==> src/rtl/uart_rx_sampler_if.sv <==
// Receive-side strobe bundle from uart_rx_sampler towards the line-buffer FIFO write port.
// The master drives the strobes and byte; the slave (FIFO side) only observes them.
interface uart_rx_sampler_if;
    logic       o_wr;
    logic [7:0] o_data;
    logic       o_frame_err;
    logic       o_break;
    logic       o_busy;

    modport master (
        output o_wr,
        output o_data,
        output o_frame_err,
        output o_break,
        output o_busy
    );

    modport slave (
        input o_wr,
        input o_data,
        input o_frame_err,
        input o_break,
        input o_busy
    );
endinterface

==> src/rtl/uart_rx_sampler.sv <==
// 8N1 oversampling UART receiver: majority-vote sampling, false-start reject, framing/break detect.
// o_wr lands about 2 + 9.5 bit times after the start edge; no backpressure, every strobe must be taken.
module uart_rx_sampler #(
    parameter int CLOCKS_PER_BAUD = 217,
    parameter int CW              = 16
) (
    input  logic               i_clk,
    input  logic               i_reset,
    input  logic               i_uart_rx,
    uart_rx_sampler_if.master  rx_out
);

    localparam logic [CW-1:0] LAST   = CW'(CLOCKS_PER_BAUD - 1);
    localparam logic [CW-1:0] MID    = CW'(CLOCKS_PER_BAUD / 2);
    localparam logic [CW-1:0] MID_M1 = CW'(CLOCKS_PER_BAUD / 2 - 1);
    localparam logic [CW-1:0] MID_P1 = CW'(CLOCKS_PER_BAUD / 2 + 1);

    typedef enum logic [2:0] {
        IDLE      = 3'd0,
        START     = 3'd1,
        DATA      = 3'd2,
        STOP      = 3'd3,
        WAIT_IDLE = 3'd4
    } state_t;

    state_t        state_q;
    state_t        state_d;
    logic          rx_m;
    logic          rx_s;
    logic [CW-1:0] bcnt;
    logic [2:0]    bit_idx;
    logic [7:0]    shift;
    logic          smp_a;
    logic          smp_b;
    logic          maj;
    logic          at_last;
    logic          at_dec;
    logic          wr_d;
    logic          ferr_d;
    logic          brk_d;
    logic          wr_q;
    logic          ferr_q;
    logic          brk_q;
    logic [7:0]    data_q;

    assign at_last = (bcnt == LAST);
    assign at_dec  = (bcnt == MID_P1);
    // Third vote is the live sample taken on the deciding cycle itself.
    assign maj     = (smp_a & smp_b) | (smp_a & rx_s) | (smp_b & rx_s);

    always_ff @(posedge i_clk) begin
        if (i_reset) begin
            state_q <= IDLE;
        end else begin
            state_q <= state_d;
        end
    end

    always_comb begin
        state_d = state_q;
        unique case (state_q)
            IDLE: begin
                if (!rx_s) state_d = START;
            end
            START: begin
                if (at_dec && maj)  state_d = IDLE;
                else if (at_last)   state_d = DATA;
            end
            DATA: begin
                if (at_last && (bit_idx == 3'd7)) state_d = STOP;
            end
            STOP: begin
                if (at_dec) state_d = maj ? IDLE : WAIT_IDLE;
            end
            WAIT_IDLE: begin
                if (rx_s && at_last) state_d = IDLE;
            end
            default: state_d = IDLE;
        endcase
    end

    always_comb begin
        wr_d   = 1'b0;
        ferr_d = 1'b0;
        brk_d  = 1'b0;
        if (state_q == STOP && at_dec) begin
            wr_d   = maj;
            ferr_d = !maj;
            brk_d  = !maj && (shift == 8'h00);
        end
    end

    always_ff @(posedge i_clk) begin
        if (i_reset) begin
            rx_m    <= 1'b1;
            rx_s    <= 1'b1;
            bcnt    <= '0;
            bit_idx <= 3'd0;
            shift   <= 8'h00;
            smp_a   <= 1'b1;
            smp_b   <= 1'b1;
            wr_q    <= 1'b0;
            ferr_q  <= 1'b0;
            brk_q   <= 1'b0;
            data_q  <= 8'h00;
        end else begin
            rx_m <= i_uart_rx;
            rx_s <= rx_m;

            unique case (state_q)
                IDLE:      bcnt <= '0;
                // Counts consecutive high cycles; any low sample starts over.
                WAIT_IDLE: bcnt <= (!rx_s || at_last) ? '0 : bcnt + CW'(1);
                default:   bcnt <= ((state_d != state_q) || at_last) ? '0 : bcnt + CW'(1);
            endcase

            if (state_q == START) begin
                bit_idx <= 3'd0;
            end else if (state_q == DATA && at_last) begin
                bit_idx <= bit_idx + 3'd1;
            end

            if (bcnt == MID_M1) smp_a <= rx_s;
            if (bcnt == MID)    smp_b <= rx_s;

            if (state_q == DATA && at_dec) begin
                shift <= {maj, shift[7:1]};
            end

            wr_q   <= wr_d;
            ferr_q <= ferr_d;
            brk_q  <= brk_d;
            if (wr_d) data_q <= shift;
        end
    end

    assign rx_out.o_wr        = wr_q;
    assign rx_out.o_data      = data_q;
    assign rx_out.o_frame_err = ferr_q;
    assign rx_out.o_break     = brk_q;
    assign rx_out.o_busy      = (state_q != IDLE);

endmodule

==> src/flat_wrapper.sv <==
// flat-port wrapper written by rule: the top's interface ports become plain ports
module uart_rx_sampler_flat 
#(
    parameter int CLOCKS_PER_BAUD = 217,
    parameter int CW              = 16
)
  (i_clk, i_reset, i_uart_rx, rx_out_o_wr, rx_out_o_data, rx_out_o_frame_err, rx_out_o_break, rx_out_o_busy);
  uart_rx_sampler_if rx_out_i ();
  input  logic i_clk;
  input  logic i_reset;
  input  logic i_uart_rx;
  output wire logic [$bits(rx_out_i.o_wr)-1:0] rx_out_o_wr;
  output wire logic [$bits(rx_out_i.o_data)-1:0] rx_out_o_data;
  output wire logic [$bits(rx_out_i.o_frame_err)-1:0] rx_out_o_frame_err;
  output wire logic [$bits(rx_out_i.o_break)-1:0] rx_out_o_break;
  output wire logic [$bits(rx_out_i.o_busy)-1:0] rx_out_o_busy;
  assign rx_out_o_wr = rx_out_i.o_wr;
  assign rx_out_o_data = rx_out_i.o_data;
  assign rx_out_o_frame_err = rx_out_i.o_frame_err;
  assign rx_out_o_break = rx_out_i.o_break;
  assign rx_out_o_busy = rx_out_i.o_busy;
  uart_rx_sampler #(.CLOCKS_PER_BAUD(CLOCKS_PER_BAUD), .CW(CW)) u_core (.i_clk(i_clk), .i_reset(i_reset), .i_uart_rx(i_uart_rx), .rx_out(rx_out_i));
endmodule
==> config.mk <==
export PLATFORM = sky130hd
export DESIGN_NAME = uart_rx_sampler_flat
export DESIGN_NICKNAME = d
export VERILOG_FILES = /design/src/rtl/uart_rx_sampler_if.sv /design/src/rtl/uart_rx_sampler.sv /design/src/flat_wrapper.sv
export SDC_FILE = /design/constraint.sdc
export NUM_CORES = 1
export LEC_CHECK = 0
export CAP_MARGIN = 20
export CORE_MARGIN = 8
export CORE_UTILIZATION = 45
export CTS_CLUSTER_DIAMETER = 60
export CTS_CLUSTER_SIZE = 40
export DETAILED_ROUTE_END_ITERATION = 16
export PLACE_DENSITY_LB_ADDON = 0.12
export SLEW_MARGIN = 20
export SYNTH_ARGS = -nofsm -noshare
export SYNTH_HDL_FRONTEND = slang
export SYNTH_SLANG_ARGS = --single-unit
==> constraint.sdc <==
create_clock -name i_clk -period 2.88 [get_ports i_clk]
set_clock_uncertainty 0.1 [all_clocks]
set_input_delay 0.576 -clock i_clk [delete_from_list [all_inputs] [get_ports i_clk]]
set_output_delay 0.576 -clock i_clk [all_outputs]
set_load 0.02 [all_outputs]
==> impl_metrics.py, run 1 <==
metrics = {
    "outcome": {
        "outcome": "finished, final reports clean",
    },
    "cells_and_area": {
        "fillCellCount": 412,
        "seqCellArea_um2": 900.9,
        "fin_cells": 292,
        "layout_common_cells": "dfxtp_1, nor2_1, nand3_1, nand2_1, clkdlybuf4s50_1",
        "syn_to_final_growth_pct": 14.57,
        "drive_above_1_share_pct": 8.333,
        "final_common_cell": "dfxtp_1",
        "fin_util_pct": 53.56,
        "num_antenna_cells": 0,
        "multi_input_area_mm2": 0.001072,
        "fin_area_mm2": 0.002332,
        "num-nets-final": 247,
    },
    "synthesis": {
        "yosys_warnings": 0,
        "synth_cell_type_count": 36,
        "yosysSeqAreaShare_pct": 44.25,
        "synth_seq_cells": 45,
        "synthCells": 227,
        "ys_async_sr_fraction_pct": 0,
        "synth_edf_count": 0,
        "netlist_area_mm2": 0.002036,
        "syn_area_per_cell_um2": 8.968,
        "synth-main-ff-cell": "dfxtp_1",
        "syn-num-nets": 235,
    },
    "global_routing": {
        "antenna_found_initial": 0,
        "grt_pass1_vias": 1416,
        "grt.overflow.total": 0,
        "grt_pass1_wl_mm": 6.693,
        "track_usage_pct": 11.44,
        "grt_max_degree": 27,
    },
    "power": {
        "p_per_area_mw_per_mm2": 492.6,
        "ir_drop_uv": 230.2,
        "p_leak_nw": 0.8329,
    },
    "timing": {
        "period_share_pct": 82.68,
        "worst_slack_ns": 0.4987,
        "slew_headroom_pct": 62.84,
        "hold_viol_final": 0,
        "drv_slew": 0,
        "fmax_mhz": 419.9,
        "rsz0062_at_grt": "false",
        "fin_tns_setup_ns": 0,
        "finalSetupViolCount": 0,
        "period_needed_ns": 2.381,
        "worst_pin_slew_ns": 0.5561,
    },
    "clock_network": {
        "cts.htree.levels": 2,
        "clock-root-buffer": "clkbuf_8",
        "clk_latency_ns": 0.30,
        "cts_setup_buffers": 0,
        "cts_tree": "built",
        "clock-sinks": 45,
        "cts.clk_slew.worst_paths_ns": 0.08,
        "postCtsResizedCells": 0,
        "cts_made_buffers": 5,
        "cts_buffer_depth": 2,
        "cts_hold_buf": 0,
    },
    "run": {
        "max-cap-violations": 0,
    },
    "routing": {
        "drt-total-wl_mm": 3.807,
        "vias_per_cell": 5.336,
        "vias": 1558,
        "drc": 0,
        "firstDrtPassIters": 4,
        "wl_met1_mm": 1.915,
        "drt_iter0_drc": 63,
        "met3_length_um": 150,
        "drtAntennaViolNets": 0,
        "wl_per_cell_um": 13.04,
        "routed.top_layer": "met4",
        "met2_length_mm": 1.671,
    },
    "die": {
        "initial_core_util_pct": 46.75,
        "rows": 24,
        "dieArea_mm2": 0.006932,
        "io_pins": 15,
        "die_h_um": 83.26,
        "die_width_um": 83.26,
        "core_area_mm2": 0.004354,
    },
    "worst_setup_path": {
        "start_kind": "register",
        "critPathCaptureType": "primary output",
        "worst-path-max-fanout": 10,
        "required_ns": 2.20,
        "worstPathArrival_ns": 1.71,
        "crit_type": "register to primary output",
    },
    "placed_design": {
        "placed_cells": 284,
        "port_buffers": 14,
        "gp_congestion": 0.7809,
        "dpl.hpwl_mm": 2.633,
        "post_dp_cell_area_mm2": 0.002216,
        "place_ws_ns": 0.5024,
    },
    "hold_path": {
        "min_path_type": "register to register",
    },
}
==> metrics by stage <==
stage          hold slack [ns]  power (mW)
2_1_floorplan           0.2895      0.6642
3_3_place_gp            0.3015      0.6743
3_5_place_dp            0.3030      0.6741
4_1_cts                 0.3214       1.164
5_1_grt                 0.3577       1.195
6_report                0.3205       1.149
==> layout make-up <==
cell class	count	share of cell area, %
sequential	45	38.63
timing repair buffer	17	6.974
clock inverter	1	1.288
inverter	4	0.6438
tap	52	2.790
clock buffer	7	3.702
multi-input combinational	166	45.98
==> flip-flops by register name, summed over array words and instances (netlist names) <==
register                   flops
u_core.rx_s                    1
u_core.bcnt                   16
u_core.rx_out.o_wr             1
u_core.rx_out.o_frame_err      1
u_core.bit_idx                 3
u_core.rx_out.o_break          1
u_core.rx_out.o_data           8
u_core.smp_b                   1
u_core.state_q                 3
u_core.smp_a                   1
u_core.shift                   8
u_core.rx_m                    1
==> routing by layer <==
metal  up-vias  track usage [%]
met2        17            17.11
met1       726            14.16
li1        809                -
met3         6            4.199
met4         0            5.272
met5         -                0
==> cell usage after synthesis, types with 5 or more instances <==
cell type / instances / area share (%)
xor2_1: 6 / 2.6
ha_1: 5 / 3.1
nand4_1: 5 / 1.5
mux2i_1: 10 / 4.9
xnor2_1: 9 / 3.9
clkbuf_1: 10 / 1.8
nand3_1: 22 / 5.4
dfxtp_1: 45 / 44
nand2_1: 22 / 4.1
nor3_1: 11 / 2.7
nor2_1: 27 / 5.0
a21oi_1: 12 / 3.0
==> power by group <==
group | internal [mW] | leakage [nW] | total (mW) | switching (mW)
clock | 0.283 | 0.0585 | 0.490 | 0.208
combinational | 0.0128 | 0.411 | 0.0309 | 0.0181
sequential | 0.624 | 0.363 | 0.628 | 0.00352
total | 0.920 | 0.833 | 1.15 | 0.229
==> kinds of logic (layout without fill, tap and decap cells) <==
family          count (synthesis)  after routing  synth area share [%]
simple gates                  116            116                 31.35
flops                          45             45                 44.25
compound gates                 18             18                 5.839
fa+ha+maj                       6              6                 3.565
mux                            11             11                 5.470
buf+inv                        16             29                 3.073
xor+xnor                       15             15                 6.454
==> path summary, 6_finish.rpt <==
path	start	end	slack [ns]	cells past startpoint
max	u_core.state_q[1]	rx_out_o_busy	0.50	2
min	u_core.rx_m	u_core.rx_s	0.32	1
max reg2reg	u_core.bcnt[12]	u_core.bcnt[5]	0.52	5
min reg2reg	u_core.rx_m	u_core.rx_s	0.32	1
==> critical path, stage by stage, from the launching register on <==
cell and delay, ns:
dfxtp_1 0.43, or3_1 0.42, clkdlybuf4s50_1 0.56
No activity file was read; power rests on OpenSTA's default activity.
==> inputs of run 2 (changes only) <==
==> constraint.sdc (replaced) <==
create_clock -name i_clk -period 2.31 [get_ports i_clk]
set_clock_uncertainty 0.1 [all_clocks]
set_input_delay 0.462 -clock i_clk [delete_from_list [all_inputs] [get_ports i_clk]]
set_output_delay 0.462 -clock i_clk [all_outputs]
set_load 0.02 [all_outputs]
==> impl_metrics.py, run 2 (synthesis gave the netlist of run 1 again) <==
metrics = {
    "worst_setup_path": {
        "critPathCaptureType": "register",
        "worstPathArrival_ns": 2.27,
        "start_kind": "register",
        "crit_family": "simple AND/OR/NAND/NOR gates",
        "r2r-end": "u_core.bcnt[4]",
        "worst-path-max-fanout": 7,
        "reg2reg_from": "u_core.bcnt[1]",
        "required_ns": 2.39,
        "slowest_delay_ns": 0.47,
        "worst-path-buf-inv": 2,
        "crit_type": "register to register",
        "rr_worst_depth": 8,
        "reg2reg_slack_ns": 0.12,
        "worstPathCellList": "inv_1 -> ha_1 -> or4bb_4 -> nor4_4 -> buf_4 -> o31ai_2 -> a22oi_4 -> nor3_1",
        "critPathSlowestCell": "or4bb_4",
    },
    "cells_and_area": {
        "drive_above_1_share_pct": 14.74,
        "top_register": "u_core.bcnt",
        "multi_input_area_mm2": 0.001090,
        "num_antenna_cells": 0,
        "fin_util_pct": 55.49,
        "seqCellArea_um2": 902.1,
        "largest_register_ffs": 16,
        "layout_common_cells": "dfxtp_1, nor2_1, nand2_1, nand3_1, buf_4",
        "fillCellCount": 409,
        "num-nets-final": 258,
        "final_common_cell": "dfxtp_1",
        "syn_to_final_growth_pct": 18.68,
    },
    "hold_path": {
        "min_delay_path_depth": 1,
        "min_from": "u_core.rx_m",
        "min_to": "u_core.rx_s",
        "min_path_type": "register to register",
    },
    "power": {
        "p_leak_nw": 0.9021,
        "p_per_area_mw_per_mm2": 553.8,
        "ir_drop_uv": 401.2,
    },
    "clock_network": {
        "clock-sinks": 45,
        "cts.clk_slew.worst_paths_ns": 0.08,
        "cts_tree": "built",
        "cts_made_buffers": 5,
        "clock-root-buffer": "clkbuf_8",
        "clk_latency_ns": 0.30,
        "cts_hold_buf": 0,
        "cts_buffer_depth": 2,
        "cts.htree.levels": 2,
    },
    "timing": {
        "hold_viol_final": 0,
        "period_share_pct": 94.66,
        "slew_headroom_pct": 74.73,
        "worst_pin_slew_ns": 0.3763,
        "drv_slew": 0,
        "finalSetupViolCount": 0,
        "worst_slack_ns": 0.1234,
        "period_needed_ns": 2.187,
        "fmax_mhz": 457.3,
    },
    "die": {
        "initial_core_util_pct": 46.75,
        "core_area_mm2": 0.004354,
        "die_h_um": 83.26,
        "io_pins": 15,
        "die_width_um": 83.26,
        "dieArea_mm2": 0.006932,
        "rows": 24,
    },
    "global_routing": {
        "grt_pass1_vias": 1547,
        "antenna_found_initial": 0,
        "track_usage_pct": 12.09,
        "grt.overflow.total": 0,
        "grt_max_degree": 27,
        "grt_pass1_wl_mm": 7.058,
    },
    "routing": {
        "drtAntennaViolNets": 0,
        "drc": 0,
        "firstDrtPassIters": 4,
        "wl_per_cell_um": 13.30,
        "drt-total-wl_mm": 4.030,
        "vias_per_cell": 5.442,
        "vias": 1649,
        "drt_iter0_drc": 103,
    },
    "placed_design": {
        "dpl.hpwl_mm": 2.870,
        "port_buffers": 14,
        "place_ws_ns": 0.1245,
        "gp_congestion": 0.7906,
    },
    "outcome": {
        "outcome": "finished, final reports clean",
    },
    "run": {
        "max-cap-violations": 0,
    },
}
-- run 2: final cells by class --
class	instances	area share, %
well taps	52	2.693
flip-flops and latches	45	37.34
multi-input cells	166	45.11
repair buffers	28	10.25
clock buffers	6	3.418
clock inverters	2	0.5697
inverters	4	0.6214
-- run 2: worst register-to-register path, delay by kind of cell, from the launching register on --
| kind | cells | cell delay, ns |
|---|---|---|
| fa+ha+maj | 1 | 0.16 |
| buf+inv | 2 | 0.26 |
| simple gates | 3 | 0.82 |
| flops | 1 | 0.34 |
| compound gates | 2 | 0.39 |
-- run 2: where the power goes --
group	leakage, nW	internal, mW	switching (mW)
Sequential	0.363	0.778	0.00441
Combinational	0.487	0.0175	0.0242
Clock	0.0512	0.243	0.271
-- run 2: worst max-delay path by stage --
stage	cells after the start	end	start	slack (ns)
floorplan	5	u_core.bcnt[1]	u_core.bcnt[12]	0.20
global placement	5	u_core.bcnt[1]	u_core.bcnt[12]	0.15
detailed placement	5	u_core.bcnt[4]	u_core.bcnt[12]	0.12
CTS	2	rx_out_o_busy	u_core.state_q[0]	0.04
global route	8	u_core.bcnt[4]	u_core.bcnt[1]	-0.005
finish	8	u_core.bcnt[4]	u_core.bcnt[1]	0.12
-- run 2: what timing repair did --
action	in CTS	in global routing
buffers inserted	0	2
endpoints found under the setup margin	0	2
resized for setup	0	6
-- run 2: through the flow --
stage	total power, mW	setup TNS, ns	instances	hold WS (ns)	area (µm²)
6_report	1.338	0	303	0.3163	2416
5_1_grt	1.389	-0.005294	303	0.3333	2416
4_1_cts	1.357	0	301	0.3200	2380
3_5_place_dp	0.8426	0	293	0.2988	2283
3_3_place_gp	0.8429	0	293	0.2929	2283
2_1_floorplan	0.8280	0	227	0.2895	2036
-- run 2: per-layer routing --
| layer | vias up | track usage (%) | part of all wire [%] |
|---|---|---|---|
| li1 | 840 | - | - |
| met1 | 779 | 15.54 | 50 |
| met2 | 22 | 17.61 | 44 |
| met3 | 8 | 4.004 | 4.0 |
| met4 | 0 | 5.751 | 1.8 |
| met5 | - | 0 | 0 |
==> inputs of run 3 (changes only) <==
--- a/config.mk
+++ b/config.mk
@@ -6,12 +6,14 @@
 export NUM_CORES = 1
 export LEC_CHECK = 0
 export CAP_MARGIN = 20
+export CORE_ASPECT_RATIO = 1.25
 export CORE_MARGIN = 8
 export CORE_UTILIZATION = 45
 export CTS_CLUSTER_DIAMETER = 60
 export CTS_CLUSTER_SIZE = 40
 export DETAILED_ROUTE_END_ITERATION = 16
 export PLACE_DENSITY_LB_ADDON = 0.12
+export SKIP_CTS_REPAIR_TIMING = 1
 export SLEW_MARGIN = 20
 export SYNTH_ARGS = -nofsm -noshare
 export SYNTH_HDL_FRONTEND = slang
==> impl_metrics.py, run 3 (synthesis gave the netlist of run 1 again) <==
metrics = {
    "clock_network": {
        "cts_buffer_depth": 2,
        "cts.clk_slew.worst_paths_ns": 0.08,
        "clock-sinks": 45,
        "cts.htree.levels": 2,
        "cts_tree": "built",
        "cts_made_buffers": 5,
        "clock-root-buffer": "clkbuf_8",
        "clk_latency_ns": 0.30,
    },
    "routing": {
        "firstDrtPassIters": 4,
        "vias_per_cell": 5.136,
        "drt_iter0_drc": 44,
        "drtAntennaViolNets": 0,
        "wl_per_cell_um": 12.72,
        "vias": 1587,
        "drt-total-wl_mm": 3.932,
        "drc": 0,
    },
    "die": {
        "dieArea_mm2": 0.006946,
        "io_pins": 15,
        "core_area_mm2": 0.004392,
        "die_width_um": 76.16,
        "die_h_um": 91.20,
        "initial_core_util_pct": 46.35,
        "rows": 27,
    },
    "outcome": {
        "outcome": "finished, final reports clean",
    },
    "cells_and_area": {
        "seqCellArea_um2": 900.9,
        "drive_above_1_share_pct": 13.15,
        "syn_to_final_growth_pct": 19.73,
        "fin_area_mm2": 0.002437,
        "fillCellCount": 425,
        "largest_register_ffs": 16,
        "multi_input_area_mm2": 0.001077,
        "fin_util_pct": 55.50,
        "layout_common_cells": "dfxtp_1, nor2_1, nand3_1, nand2_1, clkdlybuf4s50_1",
        "top_register": "u_core.bcnt",
        "final_common_cell": "dfxtp_1",
        "num_antenna_cells": 0,
        "fin_cells": 309,
        "num-nets-final": 258,
    },
    "power": {
        "ir_drop_uv": 338.9,
        "p_leak_nw": 0.8995,
        "p_per_area_mw_per_mm2": 554.8,
    },
    "timing": {
        "fmax_mhz": 451.0,
        "fin_tns_setup_ns": 0,
        "drv_slew": 0,
        "period_share_pct": 95.99,
        "fin_hold_ws_ns": 0.3171,
        "period_needed_ns": 2.217,
        "hold_viol_final": 0,
        "slew_headroom_pct": 72.80,
        "worst_pin_slew_ns": 0.4050,
        "finalSetupViolCount": 0,
    },
    "worst_setup_path": {
        "required_ns": 1.75,
        "worst-path-max-fanout": 9,
        "worstPathArrival_ns": 1.66,
        "crit_type": "register to primary output",
        "critPathCaptureType": "primary output",
        "start_kind": "register",
    },
    "placed_design": {
        "dpl.hpwl_mm": 2.888,
        "port_buffers": 14,
        "gp_congestion": 0.8192,
        "placed_cells": 299,
        "post_dp_cell_area_mm2": 0.002303,
    },
    "global_routing": {
        "grt.overflow.total": 0,
        "grt_max_degree": 27,
        "antenna_found_initial": 0,
        "grt_pass1_wl_mm": 7.272,
        "grt_pass1_vias": 1629,
        "track_usage_pct": 12.36,
    },
    "run": {
        "max-cap-violations": 0,
    },
    "hold_path": {
        "min_path_type": "register to register",
    },
}
==> run 3: worst max-delay path, cell delays in order, from the launching register on <==
cell             delay [ns]
dfxtp_1                0.39
or3_1                  0.42
clkdlybuf4s50_1        0.55
==> run 3: routing by layer <==
layer	vias up	wire length, µm	track usage [%]
met5	-	0	0
met4	0	79	5.305
met3	8	155	3.846
met2	20	2023	22.41
met1	729	1674	12.78
li1	830	-	-
==> run 3: worst paths after layout <==
| check | from | endpoint | slack (ns) | depth (start not counted) |
|---|---|---|---|---|
| worst min register to register | u_core.rx_m | u_core.rx_s | 0.32 | 1 |
| worst min-delay path | u_core.rx_m | u_core.rx_s | 0.32 | 1 |
| worst max register to register | u_core.bcnt[9] | u_core.bcnt[1] | 0.13 | 5 |
| worst max-delay path | u_core.state_q[0] | rx_out_o_busy | 0.09 | 2 |
==> run 3: per-stage QoR <==
stage,setup slack (ns),power (mW)
after global placement,0.1453,0.8431
after global routing,-0.008186,1.414
final,0.09259,1.352
after detailed placement,0.1052,0.8433
after CTS,0.07786,1.372
after floorplan,0.2027,0.8280
==> run 3: area by class of cell <==
| class | count | area share [%] |
|---|---|---|
| timing repair buffer | 28 | 11.09 |
| tap | 58 | 2.977 |
| inverter | 4 | 0.6160 |
| multi-input combinational | 166 | 44.20 |
| clock inverter | 1 | 0.2053 |
| sequential | 45 | 36.96 |
| clock buffer | 7 | 3.953 |
==> run 3: report_power, final <==
part	switching (mW)	internal, mW	total (mW)
registers	0.00424	0.778	0.782
logic	0.0238	0.0182	0.0420
clock network	0.258	0.270	0.528
